$ cat config.mk
export PLATFORM = sky130hd
export DESIGN_NAME = range_enum
export DESIGN_NICKNAME = d
export VERILOG_FILES = /design/src/rtl/range_enum_pkg.sv /design/src/rtl/range_step.sv /design/src/rtl/range_enum.sv
export SDC_FILE = /design/constraint.sdc
export NUM_CORES = 1
export LEC_CHECK = 0
export CORE_AREA = 4 4 103 105
export CTS_BUF_LIST = sky130_fd_sc_hd__clkbuf_4
export DETAILED_ROUTE_END_ITERATION = 6
export DIE_AREA = 0 0 107 109
export PLACE_DENSITY = 0.59
export RECOVER_POWER = 50
export SLEW_MARGIN = 5
export SYNTH_ARGS = -nofsm -noshare
export SYNTH_HDL_FRONTEND = slang
export SYNTH_SLANG_ARGS = --single-unit
$ cat constraint.sdc
create_clock -name clock -period 9.11 [get_ports clock]
set_input_delay 0.911 -clock clock [delete_from_list [all_inputs] [get_ports clock]]
set_output_delay 0.911 -clock clock [all_outputs]
set_load 0.01 [all_outputs]
$ cat src/rtl/range_enum_pkg.sv
// Shared types and default widths for the range enumerator.
package range_enum_pkg;

    localparam int DEF_WIDTH   = 8;
    localparam int DEF_COUNT_W = 16;

    typedef enum logic [1:0] {
        ST_IDLE   = 2'd0,
        ST_PRIMED = 2'd1,
        ST_ACTIVE = 2'd2,
        ST_DONE   = 2'd3
    } state_e;

endpackage

$ cat src/rtl/range_step.sv
// Successor of an element and whether that successor lies past the end of the range.
module range_step
    import range_enum_pkg::*;
#(
    parameter int WIDTH = DEF_WIDTH
) (
    input  logic signed [WIDTH-1:0] value,
    input  logic signed [WIDTH-1:0] step,
    input  logic signed [WIDTH-1:0] last,
    output logic signed [WIDTH-1:0] next,
    output logic                    past_end
);

    logic signed [WIDTH:0] sum_w;
    logic signed [WIDTH:0] last_w;
    logic                  step_pos;
    logic                  step_neg;

    always_comb begin
        sum_w    = {value[WIDTH-1], value} + {step[WIDTH-1], step};
        last_w   = {last[WIDTH-1], last};
        step_neg = step[WIDTH-1];
        step_pos = !step[WIDTH-1] && (step != '0);
        next     = sum_w[WIDTH-1:0];
        past_end = 1'b0;
        // A zero step never advances, so the start value is the whole range.
        if (sum_w[WIDTH] != sum_w[WIDTH-1]) begin
            past_end = 1'b1;
        end else if (step_pos && (sum_w > last_w)) begin
            past_end = 1'b1;
        end else if (step_neg && (sum_w < last_w)) begin
            past_end = 1'b1;
        end else if (!step_pos && !step_neg) begin
            past_end = 1'b1;
        end
    end

endmodule

$ cat src/rtl/range_enum.sv
// Steps through first, first+step, ... up to last, one element per request edge.
module range_enum
    import range_enum_pkg::*;
#(
    parameter int WIDTH   = DEF_WIDTH,
    parameter int COUNT_W = DEF_COUNT_W,
    parameter int CYCLIC  = 0
) (
    input  logic                      clock,
    input  logic                      reset_n,
    input  logic                      ready,
    input  logic signed [WIDTH-1:0]   first,
    input  logic signed [WIDTH-1:0]   last,
    input  logic signed [WIDTH-1:0]   step,
    input  logic                      req,
    output logic                      ack,
    output logic                      eol,
    output logic signed [WIDTH-1:0]   value,
    output logic [COUNT_W-1:0]        index,
    output logic                      wrap
);

    state_e                   state_q, state_d;
    logic signed [WIDTH-1:0]  first_q, first_d;
    logic signed [WIDTH-1:0]  last_q, last_d;
    logic signed [WIDTH-1:0]  step_q, step_d;
    logic signed [WIDTH-1:0]  value_q, value_d;
    logic signed [WIDTH-1:0]  nxt_q, nxt_d;
    logic [COUNT_W-1:0]       index_q, index_d;
    logic                     req_q;
    logic                     ack_q, ack_d;
    logic                     wrap_q, wrap_d;
    logic                     wrap_pend_q, wrap_pend_d;

    logic                     step_pos;
    logic                     step_neg;
    logic                     empty;
    logic                     accept;
    logic signed [WIDTH-1:0]  emit_val;
    logic signed [WIDTH-1:0]  succ;
    logic                     final_el;

    localparam logic [COUNT_W-1:0] IDX_ONE = {{(COUNT_W-1){1'b0}}, 1'b1};

    assign step_pos = !step_q[WIDTH-1] && (step_q != '0);
    assign step_neg = step_q[WIDTH-1];
    assign empty    = (step_pos && (first_q > last_q)) || (step_neg && (first_q < last_q));
    assign accept   = req && !req_q && ready && (state_q != ST_IDLE);

    // The step unit always looks at the element about to be emitted, so its
    // past_end result says whether that element is the final one.
    assign emit_val = ((state_q == ST_PRIMED) || wrap_pend_q) ? first_q : nxt_q;

    range_step #(.WIDTH(WIDTH)) u_step (
        .value    (emit_val),
        .step     (step_q),
        .last     (last_q),
        .next     (succ),
        .past_end (final_el)
    );

    always_comb begin
        state_d     = state_q;
        first_d     = first_q;
        last_d      = last_q;
        step_d      = step_q;
        value_d     = value_q;
        nxt_d       = nxt_q;
        index_d     = index_q;
        wrap_pend_d = wrap_pend_q;
        ack_d       = 1'b0;
        wrap_d      = 1'b0;

        if (!ready) begin
            state_d     = ST_IDLE;
            value_d     = '0;
            index_d     = '0;
            wrap_pend_d = 1'b0;
        end else begin
            case (state_q)
                ST_IDLE: begin
                    state_d = ST_PRIMED;
                    first_d = first;
                    last_d  = last;
                    step_d  = step;
                end
                ST_PRIMED, ST_ACTIVE: begin
                    if (accept && !(state_q == ST_PRIMED && empty)) begin
                        value_d = emit_val;
                        nxt_d   = succ;
                        ack_d   = 1'b1;
                        if (state_q == ST_PRIMED || wrap_pend_q) begin
                            index_d = '0;
                            wrap_d  = wrap_pend_q;
                        end else if (index_q != '1) begin
                            index_d = index_q + IDX_ONE;
                        end
                        if (!final_el) begin
                            state_d     = ST_ACTIVE;
                            wrap_pend_d = 1'b0;
                        end else if (CYCLIC != 0) begin
                            state_d     = ST_ACTIVE;
                            wrap_pend_d = 1'b1;
                        end else begin
                            state_d     = ST_DONE;
                        end
                    end
                end
                default: ;
            endcase
        end
    end

    always_ff @(posedge clock or negedge reset_n) begin
        if (!reset_n) begin
            state_q     <= ST_IDLE;
            first_q     <= '0;
            last_q      <= '0;
            step_q      <= '0;
            value_q     <= '0;
            nxt_q       <= '0;
            index_q     <= '0;
            req_q       <= 1'b0;
            ack_q       <= 1'b0;
            wrap_q      <= 1'b0;
            wrap_pend_q <= 1'b0;
        end else begin
            state_q     <= state_d;
            first_q     <= first_d;
            last_q      <= last_d;
            step_q      <= step_d;
            value_q     <= value_d;
            nxt_q       <= nxt_d;
            index_q     <= index_d;
            req_q       <= req;
            ack_q       <= ack_d;
            wrap_q      <= wrap_d;
            wrap_pend_q <= wrap_pend_d;
        end
    end

    assign ack   = ack_q;
    assign wrap  = wrap_q;
    assign value = value_q;
    assign index = index_q;
    assign eol   = (state_q == ST_DONE) || ((state_q == ST_PRIMED) && empty);

endmodule

# Yosys cells after proc, flatten, opt, wreduce, memory -nomap -nowiden
# Cells that the tools add are included.
dict set report totals {
  wordCells 84
  out_inout_bits 27
  input_bits 28
  ff_bits 62
}
dict set report op_classes {
  magnitude_cmp 4
  mux 28
  addsub 2
  n_eq_ne 11
  reduce_logical 28
}
# op count
set ops {}
lappend ops {{16-bit two-way mux} 5}
lappend ops {{8-bit two-way mux} 4}
lappend ops {{16-bit by 1-bit adder with 16-bit output, second input constant} 1}
lappend ops {{1-bit two-way mux} 16}
lappend ops {{16-bit != test, second input constant} 1}
lappend ops {{1-bit logical AND} 11}
lappend ops {{8-bit by 8-bit adder with 9-bit output} 1}
lappend ops {{9-bit by 8-bit > comparator with 1-bit output} 1}
lappend ops {{9-bit by 8-bit less-than comparator with 1-bit output} 1}
lappend ops {{3-bit AND reduction} 3}
lappend ops {{8-bit > comparator} 1}
lappend ops {{8-bit less-than comparator} 1}
lappend ops {{8-bit nonzero test} 1}
lappend ops {{3-bit by 1-bit != test with 1-bit output, second input constant} 2}
lappend ops {{2-bit AND reduction} 3}
lappend ops {{2-bit == test, second input constant} 2}
lappend ops {{1-bit zero test} 4}
lappend ops {{2-bit two-way mux} 2}
lappend ops {{2-bit by 1-bit != test with 1-bit output, second input constant} 2}
lappend ops {{2-bit case mux with 2 select lines} 1}
lappend ops {{1-bit logical OR} 3}
lappend ops {{3-bit != test, second input constant} 1}
lappend ops {{2-bit by 1-bit == test with 1-bit output, second input constant} 1}
lappend ops {{2-bit zero test} 1}
lappend ops {{other kinds (4)} 4}

# Depth between registers and ports, before layout
# Gate-level depths: netlist (run 1).
dict set report logic_depth {
  word_depth 13
  depth_mapped 19
  ltp_nobuf 18
}

# By module
# Synthesis (run 1) repeated with hierarchy kept, for this count alone.
dict set report unflattened {
  hier_cells 377
  area_unflattened_um2 3687.3
}
# module cells_per_inst area_each_um2 seq_area_each_um2 instances
set by_module_without_submodules {}
lappend by_module_without_submodules {range_enum 294 3045.4 1501.4 1}
lappend by_module_without_submodules {range_step 83 641.9 0.0 1}

# Worst setup path before layout (run 1)
# OpenSTA, ideal clock, no wires.
dict set report synth_timing {
  kind {flip-flop to flip-flop}
  startpoint {reg state_q[1]}
  endpoint {reg state_q[0]}
  setup_ns 0.124
  synth_period_minus_slack_ns 4.231
  t_arrival_ns 4.107
  t_required_ns 8.986
  stages_incl_launch_ff 17
  setup_slack_ns 4.879
  path_cell_list {dfrtp_1 -> inv_1 -> ha_1 -> buf_1 -> mux2_2 -> ha_1 -> and3_1 -> a221o_1 -> o311a_1 -> a2111oi_4 -> ha_1 -> nand3_1 -> o22ai_1 -> o31ai_1 -> a41oi_1 -> o31a_1 -> o31a_1}
}
dict set report synth_via {
  elab_chain_len 13
  elab_cells_between_ends 27
  cone_classes {add/sub: 1; order compare: 2; eq/ne: 5; mux: 8; reduce/logical: 11}
}
# item line_no
set synth_lines {}
lappend synth_lines {{from (decl)} range_enum.sv:23} ;# state_e state_q, state_d;
lappend synth_lines {{from (signal assigned)} range_enum.sv:128} ;# state_q <= state_d;
lappend synth_lines {{2-bit by 1-bit == test with 1-bit output *} range_enum.sv:52} ;# assign emit_val = ((state_q == ST_PRIMED) || wrap_pend_q) ? first_q : nxt_q;
lappend synth_lines {{1-bit logical OR *} range_enum.sv:52}
lappend synth_lines {{8-bit two-way mux *} range_enum.sv:52}
lappend synth_lines {{8-bit by 8-bit adder with 9-bit output *} range_step.sv:20} ;# sum_w = {value[WIDTH-1], value} + {step[WIDTH-1], step};
lappend synth_lines {{via succ[7]} range_enum.sv:40} ;# logic signed [WIDTH-1:0] succ;
lappend synth_lines {{9-bit by 8-bit less-than comparator with 1-bit output} range_step.sv:31} ;# end else if (step_neg && (sum_w < last_w)) begin
lappend synth_lines {{1-bit logical AND} range_step.sv:31}
lappend synth_lines {{1-bit two-way mux} range_step.sv:31}
lappend synth_lines {{1-bit two-way mux} range_step.sv:29} ;# end else if (step_pos && (sum_w > last_w)) begin
lappend synth_lines {{1-bit two-way mux *} range_step.sv:27} ;# if (sum_w[WIDTH] != sum_w[WIDTH-1]) begin
lappend synth_lines {{1-bit two-way mux *} range_enum.sv:98} ;# if (!final_el) begin
lappend synth_lines {{2-bit two-way mux *} range_enum.sv:88} ;# if (accept && !(state_q == ST_PRIMED && empty)) begin
lappend synth_lines {{2-bit case mux with 2 select lines *} range_enum.sv:80} ;# case (state_q)
lappend synth_lines {{2-bit two-way mux *} range_enum.sv:74} ;# if (!ready) begin
# Mark *: on every way through the listed nets, which the timed path passes. The rest lies on a longest branch. The select of a mux whose other input is x is not followed.
# A chain may end at the register's enable or synchronous reset.

# Worst setup path in the final report (run 1)
# Same ends and word-level chain as after synthesis.

==> results of run 1 <==
[flip-flops by register name (all words and copies together), names as in the netlist]
signal   cells
ack          1
first_q      8
index       16
last_q       8
nxt_q        8
req_q        1
state_q      2
step_q       8
value        8
[worst max-delay path: stages (launching register included)]
cell,delay (ps)
dfrtp_1,410
inv_1,80
ha_1,560
mux2_2,420
ha_1,340
and3_1,210
a221o_1,360
o311a_1,340
a2111oi_4,400
ha_1,320
nand3_1,140
o22ai_1,110
o31ai_1,250
a41oi_1,70
o31a_1,250
o31a_1,240
[synth_stat cells (all sizes together), types with 2 or more instances]
| master | count |
|---|---|
| dfrtp | 60 |
| mux2 | 39 |
| ha | 30 |
| nand2 | 28 |
| inv | 25 |
| a21oi | 15 |
| nor2 | 15 |
| nand3 | 14 |
| a31oi | 13 |
| o21ai | 11 |
| o31ai | 9 |
| clkbuf | 7 |
| and3 | 6 |
| nand2b | 6 |
| nor2b | 5 |
| xnor2 | 5 |
| a21o | 4 |
| a41oi | 4 |
| buf | 4 |
| mux2i | 4 |
| nor3 | 4 |
| nand4 | 3 |
| nor4 | 3 |
| o31a | 3 |
| a2111oi | 2 |
| a211oi | 2 |
| o211ai | 2 |
| or3 | 2 |
| xor2 | 2 |
[path summary, 6_finish.rpt]
check	slack, ps	endpoint	from	cells past startpoint
min in group asynchronous	1690	index[4]$_DFFE_PN0P_	reset_n	2
setup reg to reg	4500	state_q[0]$_DFFE_PN0P_	state_q[1]$_DFFE_PN0P_	15
hold / removal	500	nxt_q[7]$_DFFE_PN0P_	nxt_q[7]$_DFFE_PN0P_	1
setup / recovery	4500	state_q[0]$_DFFE_PN0P_	state_q[1]$_DFFE_PN0P_	15
max in group asynchronous	5560	last_q[6]$_DFFE_PN0P_	reset_n	2
hold reg to reg	500	nxt_q[7]$_DFFE_PN0P_	nxt_q[7]$_DFFE_PN0P_	1
[metal layers]
metal,vias up,wire [um],track usage (%)
met1,1378,3747,19.17
li1,1369,-,-
met3,11,400,3.671
met2,63,4197,27.11
met4,0,158,6.667
met5,-,0,0
[kinds of logic after synthesis]
kind of cell | count (synthesis) | synth area share (%)
AND/OR/NAND/NOR | 94 | 13.60
AO/OA/AOI/OAI | 73 | 14.87
flip-flops | 60 | 41.21
multiplexers | 43 | 13.56
buffers and inverters | 36 | 4.121
adder cells (fa/ha/maj) | 31 | 10.85
XOR/XNOR | 7 | 1.683
other | 1 | 0.1029
[cell type report]
| type | instances | area, sq um | share of cell area (%) |
|---|---|---|---|
| Multi-Input combinational cell | 249 | 1992 | 45.33 |
| Clock buffer | 13 | 97.59 | 2.221 |
| Inverter | 25 | 93.84 | 2.136 |
| Tap cell | 133 | 166.4 | 3.787 |
| Timing Repair Buffer | 54 | 529.3 | 12.04 |
| Clock inverter | 3 | 13.76 | 0.3132 |
| Sequential cell | 60 | 1501 | 34.17 |
[through the flow]
step	hold slack [ps]	power [mW]	cells
floorplan	460.2	0.8753	345
global placement	480.8	1.022	521
detailed placement	481.1	1.045	521
CTS	505.4	1.217	537
global route	513.6	1.319	537
finish	502.2	1.202	537
[where the power goes]
group	switching (mW)	internal (mW)
clock network	0.0953	0.0670
registers	0.0497	0.321
logic	0.357	0.312
total	0.502	0.700
==> reports/results.tsv, run 1 <==
metric	value	unit
vdd.ir_drop.worst	0.0001002	V
synth_flop_cell	dfrtp_1	
vias	2821	
clk_path_buf_depth	2	
route.detailed.drc	0	
violations	max-capacitance violations, max-slew violations	
cp.required	9400	ps
grt_antenna_before_repair	0	
async_flop_share	100.0	%
nNetsFinal	458	
hold_violations	0	
place_ws	4589	ps
drtAntennaViolNets	0	
place_hpwl	6348	um
grt_pass1_vias	2939	
fmax	0.2168	GHz
drt_iter0_markers	158	
numCtsBuffers	9	
final_common_cell	dfrtp_1	
via_per_inst	5.253	
die_h	109	um
coreArea	9639	sq um
setup-tns-final	0	ps
layout-drive-gt1-share	15.84	%
clock_sink_count	60	
cts_tree	built	
grt_max_degree	61	
hp-class	reg2reg	
maxCapViolCount	1	
tightest_slew	3281	ps
power.density	273.5	nW/um^2
dieArea	11660	sq um
postLayoutCellArea	4394	sq um
setup.worst_path.class	reg2reg	
p_leak	1.974	nW
cp-start-kind	flop	
portBuffers	53	
clkLatencyLatePin	400	ps
crit_path_max_fanout	14	
clock_skew	20.59	ps
cp-end-kind	flop	
syn_avg_cell_area	10.56	sq um
yosysTopAreaCell	dfrtp_1	
track_usage	15.82	%
synth_nets	404	
wl_per_cell	15.83	um
place_congestion	0.8935	
ys_seq_elements	60	
maxSlewViolCount	61	
cts.repair.resized	0	
relSlewSlack	-118.8	%
grt_overflow	0	
drt_first_pass_iters	7	
fillers	944	
cts-root-buf	clkbuf_4	
ys_warn_count	0	
post-route-min-period	4612	ps
fp.dieW	107	um
syn2layout_area_growth	20.60	%
mostFrequentLayoutCells	60 x dfrtp_1, 39 x clkdlybuf4s50_1, 34 x mux2_2	
holdBufCountCts	0	
setup_viol	0	
grt_pass1_wl	14480	um
rsz0062_at_grt	false	
htree_num_levels	3	
start_util	37.80	%
io_pins	55	
final_util	45.59	%
placed_area	4287	sq um
syn_inst	345	
drt-total-wl	8503	um
ys_seq_area_share	41.21	%
period_share	50.62	%
synth-edff-count	0	
n_antenna_cell	0	
synth_cell_types	56	
synth_area_leaders	dfrtp_1 41%, mux2_2 11%, ha_1 10%	
cts_setup_buffers	0	
cp.arrival	4900	ps
rows	36	
status	finished with violations	
syn-cell-area	3643	sq um
yosysTopAreaCellShare	41.21	%
setup_slack	4498	ps
clkTransAtPathRegs	100	ps
Note: power is estimated with default switching activity, not from simulation.
==> inputs of run 2 (changes only) <==
==> constraint.sdc (replaced) <==
create_clock -name clock -period 4.3 [get_ports clock]
set_input_delay 0.43 -clock clock [delete_from_list [all_inputs] [get_ports clock]]
set_output_delay 0.43 -clock clock [all_outputs]
set_load 0.01 [all_outputs]
==> reports/results.tsv, run 2 (synthesis gave the netlist of run 1 again) <==
metric	value	unit
post-route-min-period	4030	ps
cp-start-kind	flop	
vias	2825	
fp.dieW	107	um
status	finished with violations	
tightest_slew	3227	ps
wl_per_cell	15.79	um
grt_max_degree	61	
cp.arrival	4340	ps
holdBufCountCts	0	
crit_path_max_fanout	7	
path_cells	ha_4, buf_4, mux2_2, ha_1, inv_1, fa_1, nor2b_1, o21ai_0, a21oi_1, nor2b_1, xnor2_1, ha_1, a21oi_2, o22ai_1, o31ai_1, a41oi_1, o31a_1, o31a_1	
p_leak	2.011	nW
htree_num_levels	3	
r2r_start	state_q[0]$_DFFE_PN0P_	
place_congestion	0.8773	
syn2layout_area_growth	23.83	%
drt_first_pass_iters	4	
die_h	109	um
clock_sink_count	60	
r2r_cells	18	
start_util	37.80	%
largest_reg_flops	16	
r2r_slack	270	ps
io_pins	55	
power.density	603.4	nW/um^2
maxCapViolCount	1	
clk_path_buf_depth	2	
period_share	93.71	%
hold_path_startpoint	nxt_q[7]$_DFFE_PN0P_	
hp-class	reg2reg	
clock_skew	15.15	ps
grt_pass1_wl	14500	um
drtAntennaViolNets	0	
fillers	945	
portBuffers	53	
violations	max-capacitance violations, max-slew violations	
mostFrequentLayoutCells	60 x dfrtp_1, 44 x clkdlybuf4s50_1, 34 x mux2_2	
track_usage	15.95	%
max_stage_delay	440	ps
cpLargestDelayFamily	compound AO/OA/AOI/OAI gates	
fmax	0.2482	GHz
placed_area	4339	sq um
place_ws	0.2056	ps
cpMaxStageDelayCell	dfrtp_1	
route.detailed.drc	0	
setup_slack	270.4	ps
grt_pass1_vias	2889	
critPathBufInv	2	
drt_iter0_markers	137	
cp.required	4610	ps
coreArea	9639	sq um
nNetsFinal	467	
drt-total-wl	8622	um
clkTransAtPathRegs	110	ps
rr_endpoint	state_q[0]$_DFFE_PN0P_	
postLayoutCellArea	4512	sq um
setup.worst_path.class	reg2reg	
grt_overflow	0	
setup_viol	0	
numCtsBuffers	9	
hold_ws	505.5	ps
min_path_cells	1	
maxSlewViolCount	61	
cts-root-buf	clkbuf_4	
n_antenna_cell	0	
final_common_cell	dfrtp_1	
layout-drive-gt1-share	17.43	%
place_hpwl	6534	um
clkLatencyLatePin	410	ps
rows	36	
cp-end-kind	flop	
hold_violations	0	
grt_antenna_before_repair	0	
vdd.ir_drop.worst	0.0002826	V
hold_path_end	nxt_q[7]$_DFFE_PN0P_	
via_per_inst	5.174	
dieArea	11660	sq um
cts_tree	built	
relSlewSlack	-115.1	%
[run 2: report_power, final]
group,internal [mW],switching (mW)
sequential,0.680,0.103
clock,0.228,0.211
combinational,0.712,0.788
[run 2: worst register-to-register path: cells and delay by family, from the launching register on]
kind | cells | cell delay (ps)
compound gates | 8 | 1440
fa+ha+maj | 4 | 1110
flops | 1 | 440
xor+xnor | 1 | 280
mux | 1 | 240
buf+inv | 2 | 200
simple gates | 2 | 200
[run 2: routing by layer]
metal | routed length (um) | share of wire, % | global-route usage, %
met1 | 3996 | 46 | 19.33
met2 | 4125 | 48 | 27.34
met3 | 321 | 3.7 | 4.855
met5 | 0 | 0 | 0
met4 | 178 | 2.1 | 4.932
[run 2: final cells by class]
| cell class | instances | area, sq um | area share (%) |
|---|---|---|---|
| Clock inverter | 7 | 81.33 | 1.803 |
| Clock buffer | 9 | 67.56 | 1.498 |
| Timing Repair Buffer | 63 | 593.1 | 13.14 |
| Tap cell | 133 | 166.4 | 3.688 |
| Multi-Input combinational cell | 249 | 2008 | 44.51 |
| Sequential cell | 60 | 1501 | 33.28 |
| Inverter | 25 | 93.84 | 2.080 |
[run 2: how the worst max path moves through the flow]
stage / from / endpoint / cells past startpoint
floorplan: state_q[1]$_DFFE_PN0P_ / state_q[0]$_DFFE_PN0P_ / 16
CTS: state_q[1]$_DFFE_PN0P_ / state_q[0]$_DFFE_PN0P_ / 15
finish: state_q[0]$_DFFE_PN0P_ / state_q[0]$_DFFE_PN0P_ / 18
global placement: state_q[1]$_DFFE_PN0P_ / state_q[0]$_DFFE_PN0P_ / 15
global route: state_q[0]$_DFFE_PN0P_ / state_q[0]$_DFFE_PN0P_ / 18
detailed placement: state_q[1]$_DFFE_PN0P_ / state_q[0]$_DFFE_PN0P_ / 15
[run 2: what timing repair did]
action / in CTS / in global routing
buffers inserted: 0 / 2
endpoints found under the setup margin: 1 / 1
pin swaps: 0 / 6
gates resized for setup: 1 / 2
[run 2: metrics by stage]
step                power (mW)  util [%]  setup TNS, ps  instances
detailed placement       2.260     45.02              0        528
floorplan                1.854         -              0        345
CTS                      2.720     46.59              0        544
finish                   2.722     46.81              0        546
global route             2.982     46.81         -2.147        546
global placement         2.213     45.02              0        528
==> RTL edit: new RTL, settings of run 2 <==
Set the package constant `DEF_WIDTH` to 10 (it was 8).
--- a/src/rtl/range_enum_pkg.sv
+++ b/src/rtl/range_enum_pkg.sv
@@ -1,7 +1,7 @@
 // Shared types and default widths for the range enumerator.
 package range_enum_pkg;
 
-    localparam int DEF_WIDTH   = 8;
+    localparam int DEF_WIDTH   = 10;
     localparam int DEF_COUNT_W = 16;
 
     typedef enum logic [1:0] {
Ports: changed (resized first, last, step and value); port bits go from 55 to 63. No check against the original RTL was run, so the function may have changed too.
==> RTL edit against run 2 <==
- the flow still finishes with violations (capacitance limit, slew limit)
- routed wire length is 18% higher
- final cell count is 11% higher
- synthesized area is 14% higher
- clock power is 3% lower
- setup slack better by 0.076 ns
- sequential cell count is 10 higher
- power is 4.0% lower
- sequential power is 12% higher
- cell area is 12% higher
==> RTL edit: results (changes against run 2) <==
First-pass GRT wire length -> 16.8 mm (+16%)
# Post-CTS Setup Buffers -> 0 (unchanged)
Synth top area cells -> dfrtp_1, mux2_2, ha_1, o21ai_0, a21o_1
Iter 0 DRT Violations -> 115 (-16%)
Worst Reg-to-Reg Cells -> 16 (-2)
Initial antenna violation count -> 0 (unchanged)
Post-Syn Nets -> 470 (+16%)
CP Max Fanout -> 12 (+5)
Synth top cells by count -> dfrtp_1, mux2_2, ha_1
Nets -> 536 (+15%)
DP Area -> 4930 um2 (+14%)
Hold Crit Start -> nxt_q[0]
GRT met1 Usage -> 25.0% (+5.6 points)
Root Buffer Master -> clkbuf_4
Hold depth -> 2 (+1)
Clock slew at reported path FFs -> 0.12 ns
Global-route met3 utilization -> 4.20% (-0.65 points)
Status -> finished with violations
Number of flip-flops in the largest register -> 16 (unchanged)
Reg-to-Reg End -> state_q[0]
Failing checks -> capacitance limit, slew limit
Critical Path Max Stage Delay -> 0.40 ns (-0.04 ns)
Pre-CTS WS -> 0.263 ns (+0.263 ns)
Hpwl dp -> 7.58 mm (+16%)
Final Slew Violations -> 73 (+20%)
Max_cap viols -> 2 (+1)
Filler cells -> 926 (-2.0%)
Fin Clk Skew -> 0.0246 ns (+0.00945 ns)
Buffers on Ports -> 61 (+15%)
Seq/Total Area, Yosys -> 42.1% (+0.93 points)
ANT cells -> 0 (unchanged)
Arrival @ worst endpoint -> 4.26 ns (-0.08 ns)
Maximum vdd drop -> 0.000226 V (-20%)
Crit-path slowest cell -> dfrtp_1
Most common flop cell mapped by yosys -> dfrtp_1
Final WL -> 10.2 mm (+18%)
GRT Total Usage -> 18.4% (+2.5 points)
Htree depth -> 3 (unchanged)
Syn. warnings -> 0 (unchanged)
Reg2reg setup slack -> 0.35 ns (+0.08 ns)
Largest net degree at the start of global routing -> 43 (-30%)
Worst-margin pin slew -> 2.24 ns (-0.986 ns)
Routing usage on met2 -> 28.1% (+0.76 points)
GPL Wtd Cong -> 0.874 (-0.33%)
Layout cells sized above 1 -> 16.1% (-1.3 points)
Count of cell types in the netlist -> 51 (-8.9%)
Final-report setup violation count -> 0 (unchanged)
Via density per instance -> 5.47 (+5.7%)
Worst r2r src -> state_q[1]
Worst hold path class -> flip-flop to flip-flop
Clock Latency Late Sink -> 0.42 ns
Hold endpoint -> nxt_q[0]
Vias in the first global route -> 3336 (+15%)
Ys async rst share -> 100% (unchanged)
Lkg Pwr -> 2.34 nW (+17%)
-- RTL edit: cell types whose count changed after synthesis, sizes merged, moves of 7 or more --
cell	run 2	this run
o21ai	11	23
mux2	39	47
o31ai	9	1
a21o	4	13
dfrtp	60	70
nand2	28	20
o21a	0	7
-- RTL edit: report_power, final --
part	total [mW]	leakage, nW	switching, mW	internal, mW
registers	0.876	0.897	0.0968	0.779
clock network	0.425	0.0684	0.243	0.182
logic	1.31	1.38	0.680	0.633
total	2.61	2.34	1.02	1.59
-- RTL edit: through the flow --
stage                     utilization (%)  hold WS [ns]  total power [mW]  std cells
after floorplan                         -         0.134              1.83        400
after global placement               51.1         0.473              2.16        588
after detailed placement             51.1         0.475              2.19        588
after CTS                            52.6         0.148              2.63        604
after global routing                 52.5         0.526              2.85        604
final                                52.5         0.498              2.61        604
-- RTL edit: how the worst max path moves through the flow --
stage,from,endpoint,slack [ns],cells past startpoint
after CTS,state_q[1],state_q[0],0.22,16
after floorplan,state_q[1],state_q[0],0.21,19
after detailed placement,state_q[1],state_q[0],0.26,16
final,state_q[1],state_q[0],0.35,16
after global placement,state_q[1],state_q[0],0.38,17
after global routing,state_q[1],state_q[0],0.04,16
-- RTL edit: repair_timing --
item | 4_1_cts | 5_1_grt
endpoints found under the hold margin | 0 | 0
endpoints found under the setup margin | 0 | 1
gates resized for setup | 0 | 1
-- RTL edit: cells by family after synthesis --
kind of cell,count (synthesis),synth area share [%]
AOI/OAI and AO/OA,93,14.7
other,1,0.0902
DFF,70,42.1
buffers and inverters,38,3.91
adders and majority gates,36,11.0
muxes,48,13.0
and+or+nand+nor,106,13.5
xor gates and xnor gates,8,1.69
-- RTL edit: final cells by class --
type,count,area (um2),share of cell area (%)
clock buffers,10,75.1,1.48
clock inverters,6,62.6,1.24
inverters,22,82.6,1.63
multi-input cells,292,2250,44.5
flip-flops and latches,70,1750,34.6
well taps,133,166,3.29
repair buffers,71,672,13.3
-- RTL edit: worst max-delay path, delay by kind of cell (launching register included) --
kind | cells | cell delay, ns
AOI/OAI and AO/OA | 8 | 1.56
adders and majority gates | 3 | 1.02
DFF | 1 | 0.40
muxes | 1 | 0.39
and+or+nand+nor | 2 | 0.23
xor gates and xnor gates | 1 | 0.13
buffers and inverters | 1 | 0.10
-- RTL edit: per-layer routing --
layer	wire, um	vias to the layer above
met5	0	-
met4	283	0
met3	507	22
met2	4670	105
met1	4700	1577
li1	-	1600
